## src/rtl/window_reader_if.sv

```systemverilog
// Window coordinate handshake between the window reader and the mult-adder tree.
interface window_reader_if #(
  parameter int COORD_BW = 5
);
  logic                win_valid;
  logic                win_ready;
  logic                win_last;
  logic [COORD_BW-1:0] win_x;
  logic [COORD_BW-1:0] win_y;

  modport master (output win_valid, win_x, win_y, win_last, input win_ready);
  modport slave  (input win_valid, win_x, win_y, win_last, output win_ready);
endinterface

```

## src/rtl/window_reader.sv

```systemverilog
// Window reader: once the window buffer reports full, walks every kernel-sized
// sub-window in raster order at a fixed stride and hands each top-left
// coordinate to the mult-adder tree. Aborts if the loader drops buffer_rdy.
// Optional build macro WINDOW_READER_OVERRUN_CNT_EN adds a saturating abort
// counter (o_overrun_count) with a clear input (i_clr_overrun).
//
// state | meaning
// IDLE  | waiting for a rising edge of buffer_rdy
// SCAN  | presenting windows; abort if buffer_rdy is sampled low
module window_reader #(
  parameter int BUF_W    = 28,
  parameter int BUF_H    = 28,
  parameter int KERNEL_W = 5,
  parameter int KERNEL_H = 5,
  parameter int STRIDE   = 1,
  parameter int COORD_BW = 5
) (
  input  logic               clk,
  input  logic               rst_n,
  input  logic               i_buffer_rdy,
  window_reader_if.master    win,
  output logic               o_frame_done,
  output logic               o_scan_abort,
  output logic               o_busy
`ifdef WINDOW_READER_OVERRUN_CNT_EN
  ,
  input  logic               i_clr_overrun,
  output logic [7:0]         o_overrun_count
`endif
);

  localparam int NX = (BUF_W - KERNEL_W) / STRIDE + 1;
  localparam int NY = (BUF_H - KERNEL_H) / STRIDE + 1;
  localparam logic [COORD_BW-1:0] XMAX = COORD_BW'((NX - 1) * STRIDE);
  localparam logic [COORD_BW-1:0] YMAX = COORD_BW'((NY - 1) * STRIDE);
  localparam logic [COORD_BW:0]   STEP = (COORD_BW + 1)'(STRIDE);

  typedef enum logic {IDLE, SCAN} state_t;

  state_t              r_state, w_state_nxt;
  logic                r_rdy_q;
  logic                r_valid, r_last, r_done, r_abort, r_busy;
  logic [COORD_BW-1:0] r_x, r_y;

  logic                w_valid, w_last, w_done, w_abort, w_busy;
  logic [COORD_BW-1:0] w_x, w_y;
  logic [COORD_BW:0]   w_x_inc, w_y_inc;
  logic                w_start, w_accept;

  assign w_start  = i_buffer_rdy & ~r_rdy_q;
  assign w_accept = r_valid & win.win_ready;
  assign w_x_inc  = {1'b0, r_x} + STEP;
  assign w_y_inc  = {1'b0, r_y} + STEP;

  // State, registered outputs and the buffer_rdy history for edge detection.
  always_ff @(posedge clk or negedge rst_n) begin
    if (!rst_n) begin
      r_state <= IDLE;
      r_rdy_q <= 1'b0;
      r_valid <= 1'b0;
      r_last  <= 1'b0;
      r_done  <= 1'b0;
      r_abort <= 1'b0;
      r_busy  <= 1'b0;
      r_x     <= '0;
      r_y     <= '0;
    end else begin
      r_state <= w_state_nxt;
      r_rdy_q <= i_buffer_rdy;
      r_valid <= w_valid;
      r_last  <= w_last;
      r_done  <= w_done;
      r_abort <= w_abort;
      r_busy  <= w_busy;
      r_x     <= w_x;
      r_y     <= w_y;
    end
  end

  // Next state and next output values; abort outranks an accept in SCAN.
  always_comb begin
    w_state_nxt = r_state;
    w_valid     = r_valid;
    w_last      = r_last;
    w_done      = 1'b0;
    w_abort     = 1'b0;
    w_busy      = r_busy;
    w_x         = r_x;
    w_y         = r_y;
    case (r_state)
      IDLE: begin
        w_valid = 1'b0;
        w_busy  = 1'b0;
        w_last  = 1'b0;
        if (w_start) begin
          w_x         = '0;
          w_y         = '0;
          w_valid     = 1'b1;
          w_busy      = 1'b1;
          w_last      = (XMAX == '0) && (YMAX == '0);
          w_state_nxt = SCAN;
        end
      end
      SCAN: begin
        if (!i_buffer_rdy) begin
          w_valid     = 1'b0;
          w_busy      = 1'b0;
          w_abort     = 1'b1;
          w_last      = 1'b0;
          w_x         = '0;
          w_y         = '0;
          w_state_nxt = IDLE;
        end else if (w_accept) begin
          if (r_last) begin
            w_valid     = 1'b0;
            w_busy      = 1'b0;
            w_done      = 1'b1;
            w_last      = 1'b0;
            w_x         = '0;
            w_y         = '0;
            w_state_nxt = IDLE;
          end else begin
            if (r_x < XMAX) begin
              w_x = w_x_inc[COORD_BW-1:0];
            end else begin
              w_x = '0;
              w_y = w_y_inc[COORD_BW-1:0];
            end
            w_last = (w_x == XMAX) && (w_y == YMAX);
          end
        end
      end
      default: w_state_nxt = IDLE;
    endcase
  end

  assign win.win_valid = r_valid;
  assign win.win_last  = r_last;
  assign win.win_x     = r_x;
  assign win.win_y     = r_y;
  assign o_frame_done  = r_done;
  assign o_scan_abort  = r_abort;
  assign o_busy        = r_busy;

`ifdef WINDOW_READER_OVERRUN_CNT_EN
  logic [7:0] r_overrun_count;

  // Saturating count of aborted scans; clear wins over increment.
  always_ff @(posedge clk or negedge rst_n) begin
    if (!rst_n) begin
      r_overrun_count <= 8'd0;
    end else if (i_clr_overrun) begin
      r_overrun_count <= 8'd0;
    end else if (r_abort && (r_overrun_count != 8'hFF)) begin
      r_overrun_count <= r_overrun_count + 8'd1;
    end
  end

  assign o_overrun_count = r_overrun_count;
`endif

endmodule

```

## src/flat_wrapper.sv

```systemverilog
// flat-port wrapper written by rule: the top's interface ports become plain ports
module window_reader_flat 
#(
  parameter int BUF_W    = 28,
  parameter int BUF_H    = 28,
  parameter int KERNEL_W = 5,
  parameter int KERNEL_H = 5,
  parameter int STRIDE   = 1,
  parameter int COORD_BW = 5
)
  (clk, rst_n, i_buffer_rdy, o_frame_done, o_scan_abort, o_busy, win_win_valid, win_win_x, win_win_y, win_win_last, win_win_ready);
  window_reader_if #(.COORD_BW(COORD_BW)) win_i ();
  input  logic clk;
  input  logic rst_n;
  input  logic i_buffer_rdy;
  output logic o_frame_done;
  output logic o_scan_abort;
  output logic o_busy;
  output wire logic [$bits(win_i.win_valid)-1:0] win_win_valid;
  output wire logic [$bits(win_i.win_x)-1:0] win_win_x;
  output wire logic [$bits(win_i.win_y)-1:0] win_win_y;
  output wire logic [$bits(win_i.win_last)-1:0] win_win_last;
  input wire logic [$bits(win_i.win_ready)-1:0] win_win_ready;
  assign win_win_valid = win_i.win_valid;
  assign win_win_x = win_i.win_x;
  assign win_win_y = win_i.win_y;
  assign win_win_last = win_i.win_last;
  assign win_i.win_ready = win_win_ready;
  window_reader #(.BUF_W(BUF_W), .BUF_H(BUF_H), .KERNEL_W(KERNEL_W), .KERNEL_H(KERNEL_H), .STRIDE(STRIDE), .COORD_BW(COORD_BW)) u_core (.clk(clk), .rst_n(rst_n), .i_buffer_rdy(i_buffer_rdy), .win(win_i), .o_frame_done(o_frame_done), .o_scan_abort(o_scan_abort), .o_busy(o_busy));
endmodule
```

## config.mk

```make
export PLATFORM = sky130hd
export DESIGN_NAME = window_reader_flat
export DESIGN_NICKNAME = d
export VERILOG_FILES = /design/src/rtl/window_reader_if.sv /design/src/rtl/window_reader.sv /design/src/flat_wrapper.sv
export SDC_FILE = /design/constraint.sdc
export NUM_CORES = 1
export LEC_CHECK = 0
export BUFFER_PORTS_ARGS = -buffer_cell sky130_fd_sc_hd__buf_2
export CAP_MARGIN = 20
export CORE_UTILIZATION = 56
export CTS_CLUSTER_SIZE = 10
export DETAILED_ROUTE_END_ITERATION = 12
export HOLD_SLACK_MARGIN = 0.02
export PLACE_DENSITY = 0.82
export SETUP_SLACK_MARGIN = 0.3
export SYNTH_ARGS = -nofsm -noshare
export SYNTH_HDL_FRONTEND = slang
export SYNTH_SLANG_ARGS = --single-unit
```

## constraint.sdc

```tcl
create_clock -name clk -period 4.38 [get_ports clk]
set_input_delay 0.219 -clock clk [delete_from_list [all_inputs] [get_ports clk]]
set_output_delay 0.219 -clock clk [all_outputs]
set_load 0.01 [all_outputs]
```

# After elaboration in Yosys (flattened, before gate mapping)

Index checks and enable logic that the tools add are counted.

Bits in registers: 16
Logic and storage cells: 61
Output and inout port bits: 15
Input bits: 4

Mux-type cells: 38
Bitwise gates (word level): 4
Reduce and logical (&&, ||, !) cells: 3
Equal/unequal tests: 5
Magnitude comparators: 1
Add/sub/neg operators: 2

Operators by type and width:

| cell                  | count |
|---|---|
| $mux W5               | 17 |
| $pmux W5 S2           | 2 |
| $mux W1               | 16 |
| $add A5 B1 Y5 const B | 2 |
| $eq A5 B5 Y1 const B  | 2 |
| $ne A3 B3 Y1 const B  | 2 |
| $pmux W1 S2           | 3 |
| $lt A5 B5 Y1 const B  | 1 |
| $reduce_and A2 Y1     | 2 |
| $and A1 B1 Y1         | 2 |
| $ne A2 B1 Y1 const B  | 1 |
| $not A1 Y1            | 2 |
| $logic_and A1 B1 Y1   | 1 |

# Depth between registers and ports, before layout

Gate-level depths: netlist (run 1).

Depth in word-level cells: 12
Mapped depth: 6
Gate-level depth less buffers: 6

# Least setup slack after synthesis (run 1)

No wires, ideal clock.

Path type: register -> register
Start point: reg u_core.r_x[0], in the netlist u_core.win.win_x[0]
End point: reg u_core.r_last, in the netlist u_core.win.win_last
Buffers on the path: 0
Period minus slack after synthesis: 1.473 ns
Path slack: 2.907 ns
Library setup time: 0.092 ns
Stages on the path, launching flop included: 6
Data required time: 4.288 ns
Data arrival time: 1.382 ns
Path through: dfrtp_1 -> ha_1 -> nand4b_1 -> a21oi_1 -> o221ai_2 -> o31ai_2

Word-level cells in the longest chain between the ends: 12
Elaborated cells between the ends (all ways): 19
Classes of those cells: 1 x add/sub; 1 x order compare; 2 x eq/ne; 14 x mux; 1 x reduce/logical

RTL lines:

| what                                          | line                                      | source |
|---|---|---|
| start, declared                               | window_reader.sv:43                       | `logic [COORD_BW-1:0] r_x, r_y;` |
| start signal, assigned                        | window_reader.sv:75                       | `r_x <= w_x;` |
| $add A5 B1 Y5 or $lt A5 B5 Y1 (tied branches) | window_reader.sv:52, window_reader.sv:123 |  |
| $mux W5                                       | window_reader.sv:123                      | `if (r_x < XMAX) begin` |
| $mux W5                                       | window_reader.sv:114                      | `if (r_last) begin` |
| $mux W5                                       | window_reader.sv:113                      | `end else if (w_accept) begin` |
| $mux W5                                       | window_reader.sv:105                      | `if (!i_buffer_rdy) begin` |
| $mux W5                                       | window_reader.sv:90                       | `case (r_state)` |
| $eq A5 B5 Y1                                  | window_reader.sv:129                      | `w_last = (w_x == XMAX) && (w_y == YMAX);` |
| $logic_and A1 B1 Y1 (*)                       | window_reader.sv:129                      |  |
| $mux W1 (*)                                   | window_reader.sv:114                      |  |
| $mux W1 (*)                                   | window_reader.sv:113                      |  |
| $mux W1 (*)                                   | window_reader.sv:105                      |  |
| $pmux W1 S2 (*)                               | window_reader.sv:90                       |  |
| end signal, assigned                          | window_reader.sv:71                       | `r_last <= w_last;` |
| end, declared                                 | window_reader.sv:42                       | `logic r_valid, r_last, r_done, r_abort, r_busy;` |

Every way passes the cells marked *; elsewhere a longest branch is shown, timed or not. The select of a mux whose other input is x is not followed.
A chain may end at the register's enable or synchronous reset.

# Worst setup path after layout (run 1)

Start point: reg u_core.r_x[2], in the netlist u_core.win.win_x[2]
End point: reg u_core.r_last, in the netlist u_core.win.win_last

The elaborated chain is that of the path after synthesis.

==> results of run 1 <==
-- power groups by stage --
stage | Sequential (W) | Clock, W | Combinational, W
global route | 0.000164 | 0.000104 | 0.0000550
CTS | 0.000163 | 0.000102 | 0.0000502
floorplan | 0.000167 | 0 | 0.0000312
detailed placement | 0.000166 | 0 | 0.0000493
global placement | 0.000165 | 0 | 0.0000485
finish | 0.000163 | 0.000101 | 0.0000502
-- worst register-to-register path: cells and delay by family, from the launching register on --
family          cells  cell delay [ps]
simple gates        2              640
flops               1              500
compound gates      3              500
-- flip-flops by register name (all words and copies together) (netlist names) --
register              count
u_core.win.win_x          5
u_core.r_state            1
u_core.o_frame_done       1
u_core.win.win_valid      1
u_core.r_rdy_q            1
u_core.o_scan_abort       1
u_core.win.win_y          5
u_core.win.win_last       1
-- layout by cell type, fill, tap and decap left out, drive strengths merged --
cell         count
dlygate4sd3      1
a31oi            1
a41oi            2
nand4b           1
nand3b           1
or3              1
nand4            1
mux2i            1
nor3             3
nor2             8
nor3b            2
o21ai            6
a21oi            6
ha               2
and2             1
nand3            3
a22o             1
a32o             1
clkbuf           4
o31ai            5
mux2             2
and3b            1
o22ai            1
nand2           14
o221ai           1
dfrtp           16
o21bai           1
o41ai            1
o21a             1
nor2b            4
buf             18
nand2b           1
-- cell type report --
cell class                 instances  area [sq um]
clock buffer                       4          36.3
tap                               16          20.0
multi-input combinational         73           475
sequential                        16           400
timing repair buffer              19           100
fill                             126           457
-- cell families after synthesis --
group                      Yosys count  synth area share (%)
adders and majority gates            2                  2.81
muxes                                3                  3.65
AOI/OAI and AO/OA                   27                  23.6
buffers and inverters                2                  1.68
DFF                                 16                  44.9
and+or+nand+nor                     41                  23.3
-- how the worst max path moves through the flow --
| stage | start | endpoint | slack [ps] |
|---|---|---|---|
| 2_1_floorplan | u_core.win.win_x[0] | u_core.win.win_last | 2910 |
| 3_3_place_gp | u_core.win.win_x[2] | u_core.win.win_last | 2750 |
| 3_5_place_dp | u_core.win.win_x[2] | u_core.win.win_last | 2700 |
| 4_1_cts | u_core.win.win_x[2] | u_core.win.win_last | 2660 |
| 5_1_grt | u_core.win.win_x[2] | u_core.win.win_last | 2510 |
| 6_report | u_core.win.win_x[2] | u_core.win.win_last | 2660 |
-- metal layers --
metal  share of wire [%]  GRT usage (%)  up-vias
li1                    -              -      383
met1                  45           36.2      376
met2                  47           36.6       36
met3                 6.4           2.61        4
met4                 1.6           7.74        0
met5                   0              0        -
-- metrics by stage --
step	cells	power, W	setup slack [ps]	util (%)	hold WS [ps]
2_1_floorplan	91	0.000198	2910	-	-76.6
3_3_place_gp	123	0.000213	2750	66.2	145
3_5_place_dp	123	0.000215	2700	66.2	150
4_1_cts	128	0.000315	2660	69.3	82.4
5_1_grt	128	0.000324	2510	69.3	86.1
6_report	128	0.000314	2660	69.3	84.0
-- what timing repair did --
action	in CTS	in global routing
setup buffers	0	0
endpoints found under the hold margin	16	0
hold buffers	1	0
endpoints found under the setup margin	0	0
gates resized for setup	0	0
==> flow_metrics.env, run 1 <==
export IMPL_grt_ovfl_total=0
export IMPL_drc=0
export IMPL_layout_drive_gt1_share_pct=27.7
export IMPL_fin_nets=119
export IMPL_synth_area_per_cell_sq_um=9.79
export IMPL_min_from="i_buffer_rdy"
export IMPL_synth_cell_types=34
export IMPL_h_tree_depth=1
export IMPL_min_period_ps=1720
export IMPL_die_h_microns=41.9
export IMPL_synthTopCellsByArea="dfrtp_1 45%, nand2_1 5.5%, a21oi_1 3.4%"
export IMPL_worstPathMaxFanout=12
export IMPL_via_per_inst=6.24
export IMPL_totalNegativeSetupSlack_ps=0
export IMPL_dieArea_sq_mm=0.00175
export IMPL_antennaDiodeCount=0
export IMPL_wl_per_cell_microns=15.1
export IMPL_p_comb_share_pct=16.0
export IMPL_path_delay_family="simple AND/OR/NAND/NOR gates"
export IMPL_ys_ff_latch=16
export IMPL_core_area_sq_mm=0.00149
export IMPL_rr_endpoint="u_core.win.win_last"
export IMPL_skew_ps=1.44
export IMPL_firstDrtPassIters=4
export IMPL_p_seq_share_pct=51.8
export IMPL_synthArstFlopShare_pct=100
export IMPL_synth_cells=91
export IMPL_setup_viol=0
export IMPL_area_delta_synth_final_pct=15.9
export IMPL_yosysTopAreaCellShare_pct=44.9
export IMPL_cpMaxStageDelayCell="dfrtp_1"
export IMPL_worst_pin_slew_ps=460
export IMPL_path_cells="a31oi_2, nor2b_2, and3b_1, o221ai_2, o31ai_2"
export IMPL_synth_largest_area_cell="dfrtp_1"
export IMPL_antenna_found_initial=0
export IMPL_worst_setup_path_end_kind="flop"
export IMPL_final_hold_viol_count=0
export IMPL_grt_pass1_vias=698
export IMPL_fin_crit_sh_pct=39.4
export IMPL_final_antenna_net_count=0
export IMPL_yosysWarnings=0
export IMPL_timing_rr_start="u_core.win.win_x[2]"
export IMPL_clock_power_share_pct=32.2
export IMPL_drt_iter0_drc=16
export IMPL_design_portCount=19
export IMPL_cts_sinks=16
export IMPL_ys_flop_type="dfrtp_1"
export IMPL_p_int_w=0.000224
export IMPL_hpwl_microns=1320
export IMPL_clk_pin_slew_worst_paths_ps=100
export IMPL_start_util_pct=59.8
export IMPL_clock_latency_ps=290
export IMPL_dpl_cell_area_sq_um=986
export IMPL_dieWidth_microns=41.9
export IMPL_min_path_cells=1
export IMPL_syn_area_sq_um=891
export IMPL_hp_class="in2reg"
export IMPL_tritoncts="done"
export IMPL_numCtsBuffers=3
export IMPL_routed_wl_microns=1930
export IMPL_cp_num_buf_inv=0
export IMPL_rsz0062_at_grt="false"
export IMPL_syn_nets=97
export IMPL_power_leakage_nw=0.481
export IMPL_status="completed"
export IMPL_p_switching_w=0.0000904
export IMPL_sw_frac_of_total_pct=28.7
export IMPL_powerDensity_mw_per_mm2=305
export IMPL_place_congestion=0.799
export IMPL_post_route_cell_area_sq_mm=0.00103
export IMPL_grt_max_degree=17
export IMPL_grt_total_usage_pct=24.1
export IMPL_fmax_mhz=580
export IMPL_crit_path_max_incr_delay_ps=500
export IMPL_rows=14
export IMPL_yosysMostFrequentCell="dfrtp_1"
export IMPL_cap_violations=0
export IMPL_rrSetupSlack_ps=2660
export IMPL_synth_edf_count=0
export IMPL_cts_root_buffer="clkbuf_4"
export IMPL_maxSlewViolCount=0
export IMPL_via_count=799
export IMPL_synth_common_cells="16 x dfrtp_1, 13 x nand2_1, 8 x nor2_1"
export IMPL_min_to="u_core.r_rdy_q"
export IMPL_grt_pass1_wl_microns=3200
export IMPL_path_class="reg2reg"
export IMPL_port_buffers=18
export IMPL_yosysSeqAreaShare_pct=44.9
export IMPL_crit_cells=5
export IMPL_ir_drop_mv=0.247
export IMPL_arrival_ps=1940
export IMPL_maxSlewHeadroom_pct=69.3
export IMPL_reg2reg_depth=5
export IMPL_clockBufferDepth=2
export IMPL_cp_start_kind="flop"
export IMPL_crit_required_ps=4590
Power figures use the tool's default switching activity.
==> run 2, diff against run 1 <==
ABC_AREA = 1   (was not set)
CORE_UTILIZATION = 46   (was 56)
PLACE_DENSITY = 0.72   (was 0.82)
clock period = 1.4 ns   (was 4.38 ns; I/O delays follow)
==> flow_metrics.env, run 2 <==
export IMPL_synth_largest_area_cell="dfrtp_1"
export IMPL_cp_start_kind="flop"
export IMPL_ir_drop_mv=0.597
export IMPL_hpwl_microns=1340
export IMPL_place_congestion=0.825
export IMPL_firstDrtPassIters=4
export IMPL_ys_flop_type="dfrtp_1"
export IMPL_final_hold_viol_count=0
export IMPL_totalNegativeSetupSlack_ps=0
export IMPL_cap_violations=0
export IMPL_drt_iter0_drc=21
export IMPL_cpMaxStageDelayCell="dfrtp_2"
export IMPL_yosysTopAreaCellShare_pct=46.4
export IMPL_cts_sinks=16
export IMPL_yosysSeqAreaShare_pct=46.4
export IMPL_clk_pin_slew_worst_paths_ps=90
export IMPL_antenna_found_initial=0
export IMPL_fillers=154
export IMPL_maxSlewViolCount=0
export IMPL_worst_setup_path_end_kind="flop"
export IMPL_synth_edf_count=0
export IMPL_fin_nets=150
export IMPL_dieWidth_microns=45.3
export IMPL_synth_cell_types=22
export IMPL_grt_pass1_vias=712
export IMPL_synthArstFlopShare_pct=100
export IMPL_numCtsBuffers=3
export IMPL_synth_area_per_cell_sq_um=7.92
export IMPL_hp_class="in2reg"
export IMPL_via_count=832
export IMPL_layout_drive_gt1_share_pct=43.4
export IMPL_skew_ps=1.83
export IMPL_design_portCount=19
export IMPL_syn_nets=115
export IMPL_via_per_inst=4.95
export IMPL_die_h_microns=45.3
export IMPL_grt_ovfl_total=0
export IMPL_path_cells="ha_4, inv_2, nor2_1, nand3_1, nor2_1, nand2_1, nor2_1, nand2_1, nand2_1"
export IMPL_clock_power_share_pct=27.3
export IMPL_grt_pass1_wl_microns=3180
export IMPL_rows=15
export IMPL_start_util_pct=49.5
export IMPL_grt_total_usage_pct=21.4
export IMPL_antennaDiodeCount=0
export IMPL_arrival_ps=1550
export IMPL_synth_common_cells="35 x nand2_1, 16 x dfrtp_1, 11 x nand3_1"
export IMPL_tritoncts="done"
export IMPL_worst_pin_slew_ps=386
export IMPL_cts_root_buffer="clkbuf_4"
export IMPL_power_leakage_nw=0.629
export IMPL_dp_slack_ps=83.4
export IMPL_crit_required_ps=1620
export IMPL_crit_path_max_incr_delay_ps=470
export IMPL_drc=0
export IMPL_maxSlewHeadroom_pct=74.3
export IMPL_synthTopCellsByArea="dfrtp_1 46%, nand2_1 15%, nand3_1 6.4%"
export IMPL_grt_max_degree=17
export IMPL_min_period_ps=1320
export IMPL_rsz0062_at_grt="true"
export IMPL_final_antenna_net_count=0
export IMPL_ys_ff_latch=16
export IMPL_seqCellArea_sq_um=407
export IMPL_wl_met3_microns=47
export IMPL_path_class="reg2reg"
export IMPL_port_buffers=18
export IMPL_wl_per_cell_microns=12.0
export IMPL_p_comb_share_pct=18.8
export IMPL_worstPathMaxFanout=7
export IMPL_met2_length_microns=1080
export IMPL_p_switching_w=0.000253
export IMPL_sw_frac_of_total_pct=27.5
export IMPL_clockBufferDepth=2
export IMPL_status="completed"
export IMPL_powerDensity_mw_per_mm2=749
export IMPL_fin_crit_sh_pct=94.4
export IMPL_h_tree_depth=1
export IMPL_setup_viol=0
export IMPL_clock_latency_ps=280
export IMPL_p_seq_share_pct=53.9
export IMPL_wl_met1_microns=876
export IMPL_core_area_sq_mm=0.00175
export IMPL_yosysWarnings=0
export IMPL_worst_slack_ps=78.0
export IMPL_layout_commonest_cell="nand2_1"
export IMPL_area_delta_synth_final_pct=42.5
export IMPL_multiInputGateArea_sq_um=497
export IMPL_highest_layer="met4"
export IMPL_fmax_mhz=756
export IMPL_layout_common_cells="32 x nand2_1, 18 x buf_2, 11 x nand3_1, 11 x dfrtp_1"
export IMPL_dieArea_sq_mm=0.00205
export IMPL_yosysMostFrequentCell="nand2_1"
export IMPL_syn_area_sq_um=863
export IMPL_synth_cells=109
export IMPL_routed_wl_microns=2020
export IMPL_p_int_w=0.000668
## run 2: changes by cell type after synthesis, sizes merged, moves of 2 or more
cell and delta:
nor3b -2, nand2 +26, mux2 -2, o31ai -5
xor2 +3, o22ai +3, inv +12, nor2b -4
a41oi -2, a21oi -5, nand3 +9, nor3 -3
## run 2: final cells by class
class / count / share of cell area [%]
Timing Repair Buffer: 31 / 17.3
Inverter: 13 / 4.58
Clock buffer: 4 / 2.14
Sequential cell: 16 / 33.1
Multi-Input combinational cell: 79 / 40.4
Tap cell: 25 / 2.54
## run 2: path summary, 6_finish.rpt
check	from	end	slack, ps	depth (start not counted)
worst max register to register	u_core.win.win_x[0]	u_core.win.win_last	80	9
min in group asynchronous	rst_n	u_core.o_scan_abort	240	2
worst max-delay path	u_core.win.win_x[0]	u_core.win.win_last	80	9
worst min register to register	u_core.r_rdy_q	u_core.r_state	570	3
max in group asynchronous	rst_n	u_core.win.win_y[0]	860	2
worst min-delay path	win_win_ready	u_core.o_frame_done	90	3
## run 2: routing by layer
metal / vias up / track usage, %
met4: 0 / 5.45
met1: 392 / 28.6
met5: - / 0
li1: 421 / -
met3: 2 / 2.40
met2: 17 / 36.8
## run 2: power groups by stage
stage	logic (W)	clock network [W]	registers, W
global placement	0.000118	0	0.000506
global route	0.000189	0.000273	0.000500
finish	0.000173	0.000251	0.000497
detailed placement	0.000123	0	0.000507
CTS	0.000159	0.000257	0.000496
floorplan	0.0000626	0	0.000511
## run 2: through the flow
step                      hold slack [ps]  std cells  total power [W]  utilization, %  instance area (sq um)
after global routing                  131        168         0.000962            70.5                   1230
after CTS                             101        165         0.000912            67.1                   1170
after detailed placement             11.2        154         0.000630            59.5                   1040
final                                94.9        168         0.000921            70.5                   1230
after floorplan                      -226        109         0.000573               -                    890
after global placement               2.03        154         0.000624            59.5                   1040
## run 2: cells by family after synthesis
| logic type | after synthesis | synth area share (%) |
|---|---|---|
| flops | 16 | 46.4 |
| simple gates | 62 | 31.9 |
| xor+xnor | 3 | 3.04 |
| fa+ha+maj | 2 | 2.90 |
| compound gates | 12 | 8.84 |
| buf+inv | 14 | 6.96 |
## run 2: timing repair
action                                  in CTS  in global routing
gates resized for setup                     11                 11
hold buffers                                 2                  0
buffers inserted                             5                  3
cloned                                       0                  0
endpoints found under the hold margin       18                  0
pin swaps                                    2                  3
endpoints found under the setup margin      11                 11
## run 2: worst max-delay path, delay by kind of cell, from the launching register on
family	cells	cell delay [ps]
flops	1	470
buf+inv	1	30
fa+ha+maj	1	280
simple gates	7	470
==> run 3, diff against run 2 <==
CORE_UTILIZATION = 55   (was 46)
PLACE_DENSITY = 0.81   (was 0.72)
clock period = 1.6 ns   (was 1.4 ns; I/O delays follow)
==> flow_metrics.env, run 3 (synthesis results as in run 2) <==
export IMPL_status="completed"
export IMPL_die_h_microns=41.6
export IMPL_clk_pin_slew_worst_paths_ps=100
export IMPL_via_count=945
export IMPL_hpwl_microns=1350
export IMPL_design_portCount=19
export IMPL_clockBufferDepth=2
export IMPL_rows=13
export IMPL_routed_wl_microns=2750
export IMPL_grt_ovfl_total=0
export IMPL_ir_drop_mv=0.579
export IMPL_powerDensity_mw_per_mm2=719
export IMPL_grt_busiest_layer="met2"
export IMPL_grt_pass1_wl_microns=3350
export IMPL_rsz0062_at_grt="true"
export IMPL_wl_per_cell_microns=17.5
export IMPL_maxSlewViolCount=0
export IMPL_rr_endpoint="u_core.win.win_last"
export IMPL_dieArea_sq_mm=0.00173
export IMPL_dieWidth_microns=41.6
export IMPL_maxSlewHeadroom_pct=74.6
export IMPL_min_from="i_buffer_rdy"
export IMPL_final_antenna_net_count=0
export IMPL_path_class="reg2reg"
export IMPL_drc=0
export IMPL_clock_latency_ps=290
export IMPL_power_leakage_nw=0.605
export IMPL_area_delta_synth_final_pct=41.6
export IMPL_fin_crit_sh_pct=90.5
export IMPL_start_util_pct=62.4
export IMPL_dp_cells=141
export IMPL_path_cells="ha_4, inv_2, nor2_2, nand3_1, nor2_1, nand2_1, nor2_2, nand2_1, nand2_1"
export IMPL_reg2reg_depth=9
export IMPL_worst_pin_slew_ps=381
export IMPL_met3_usage_pct=3.48
export IMPL_layout_drive_gt1_share_pct=46.5
export IMPL_met1_usage_pct=34.9
export IMPL_grt_max_degree=17
export IMPL_setup_viol=0
export IMPL_endpoint="u_core.win.win_last"
export IMPL_cap_violations=0
export IMPL_via_per_inst=6.02
export IMPL_min_period_ps=1450
export IMPL_firstDrtPassIters=4
export IMPL_h_tree_depth=1
export IMPL_drt_iter0_drc=68
export IMPL_antenna_found_initial=0
export IMPL_antennaDiodeCount=0
export IMPL_grt_total_usage_pct=25.4
export IMPL_fin_nets=149
export IMPL_crit_required_ps=1830
export IMPL_worst_setup_path_end_kind="flop"
export IMPL_tritoncts="done"
export IMPL_cts_sinks=16
export IMPL_grt_pass1_vias=754
export IMPL_crit_path_max_incr_delay_ps=460
export IMPL_cp_start_kind="flop"
export IMPL_grtUsageMet2_pct=41.9
export IMPL_place_congestion=0.900
export IMPL_layout_commonest_cell="nand2_1"
export IMPL_fillers=75
export IMPL_timing_rr_start="u_core.win.win_x[0]"
export IMPL_finalNonFillerCells=157
export IMPL_worstPathMaxFanout=3
export IMPL_rrSetupSlack_ps=150
export IMPL_skew_ps=3.85
export IMPL_port_buffers=18
export IMPL_final_hold_viol_count=0
export IMPL_core_area_sq_mm=0.00138
export IMPL_totalNegativeSetupSlack_ps=0
export IMPL_arrival_ps=1680
export IMPL_layout_common_cells="27 x nand2_1, 18 x buf_2, 11 x nand3_1"
export IMPL_cpMostUsedCell="nand2_1"
export IMPL_numCtsBuffers=3
export IMPL_hp_class="in2reg"
export IMPL_setup_worst_path_start="u_core.win.win_x[0]"
export IMPL_cpMaxStageDelayCell="dfrtp_2"
export IMPL_fmax_mhz=690
export IMPL_cts_root_buffer="clkbuf_4"
-- run 3: worst min path at each step --
stage                          endpoint  cells past startpoint
floorplan           u_core.o_frame_done                      0
global placement    u_core.win.win_x[4]                      1
detailed placement  u_core.win.win_x[4]                      1
CTS                 u_core.o_frame_done                      3
global route        u_core.o_frame_done                      3
finish              u_core.o_frame_done                      3
-- run 3: layer usage --
layer	up-vias	routed length, microns
li1	420	-
met1	458	1150
met2	55	1370
met3	12	133
met4	0	101
met5	-	0
-- run 3: stage by stage --
| stage | setup slack [ps] | hold WS, ps | instance area (sq um) | util [%] | total power [W] |
|---|---|---|---|---|---|
| 3_5_place_dp | 155 | 11.4 | 966 | 69.9 | 0.000527 |
| 4_1_cts | 195 | 103 | 1080 | 78.3 | 0.000817 |
| 5_1_grt | 109 | 143 | 1220 | 88.4 | 0.000894 |
| 6_report | 152 | 134 | 1220 | 88.4 | 0.000879 |
| 3_3_place_gp | 177 | 8.58 | 966 | 69.9 | 0.000523 |
| 2_1_floorplan | 313 | -216 | 865 | - | 0.000494 |
-- run 3: where the power goes --
part,switching (W),leakage [nW],internal [W]
clock network,0.000138,0.0210,0.000139
registers,0.0000149,0.208,0.000418
logic,0.0000982,0.376,0.0000714
total,0.000251,0.605,0.000628
-- run 3: final cells by class --
cell class / instances / area [sq um] / share of cell area (%)
multi-input cells: 79 / 513 / 42.0
inverters: 13 / 53.8 / 4.40
repair buffers: 30 / 193 / 15.8
flip-flops and latches: 16 / 408 / 33.4
clock buffers: 4 / 36.3 / 2.97
well taps: 15 / 18.8 / 1.54
-- run 3: what timing repair did --
| item | 4_1_cts | 5_1_grt |
|---|---|---|
| hold buffers | 2 | 0 |
| endpoints found under the setup margin | 5 | 11 |
| gates resized for setup | 4 | 30 |
| setup buffers | 5 | 5 |
| pin swaps | 8 | 12 |
| endpoints found under the hold margin | 18 | 0 |
-- run 3: worst max-delay path: cells and delay by family (launching register included) --
kind                     cells  cell delay (ps)
adder cells (fa/ha/maj)      1              270
buffers and inverters        1               40
flip-flops                   1              460
AND/OR/NAND/NOR              7              610
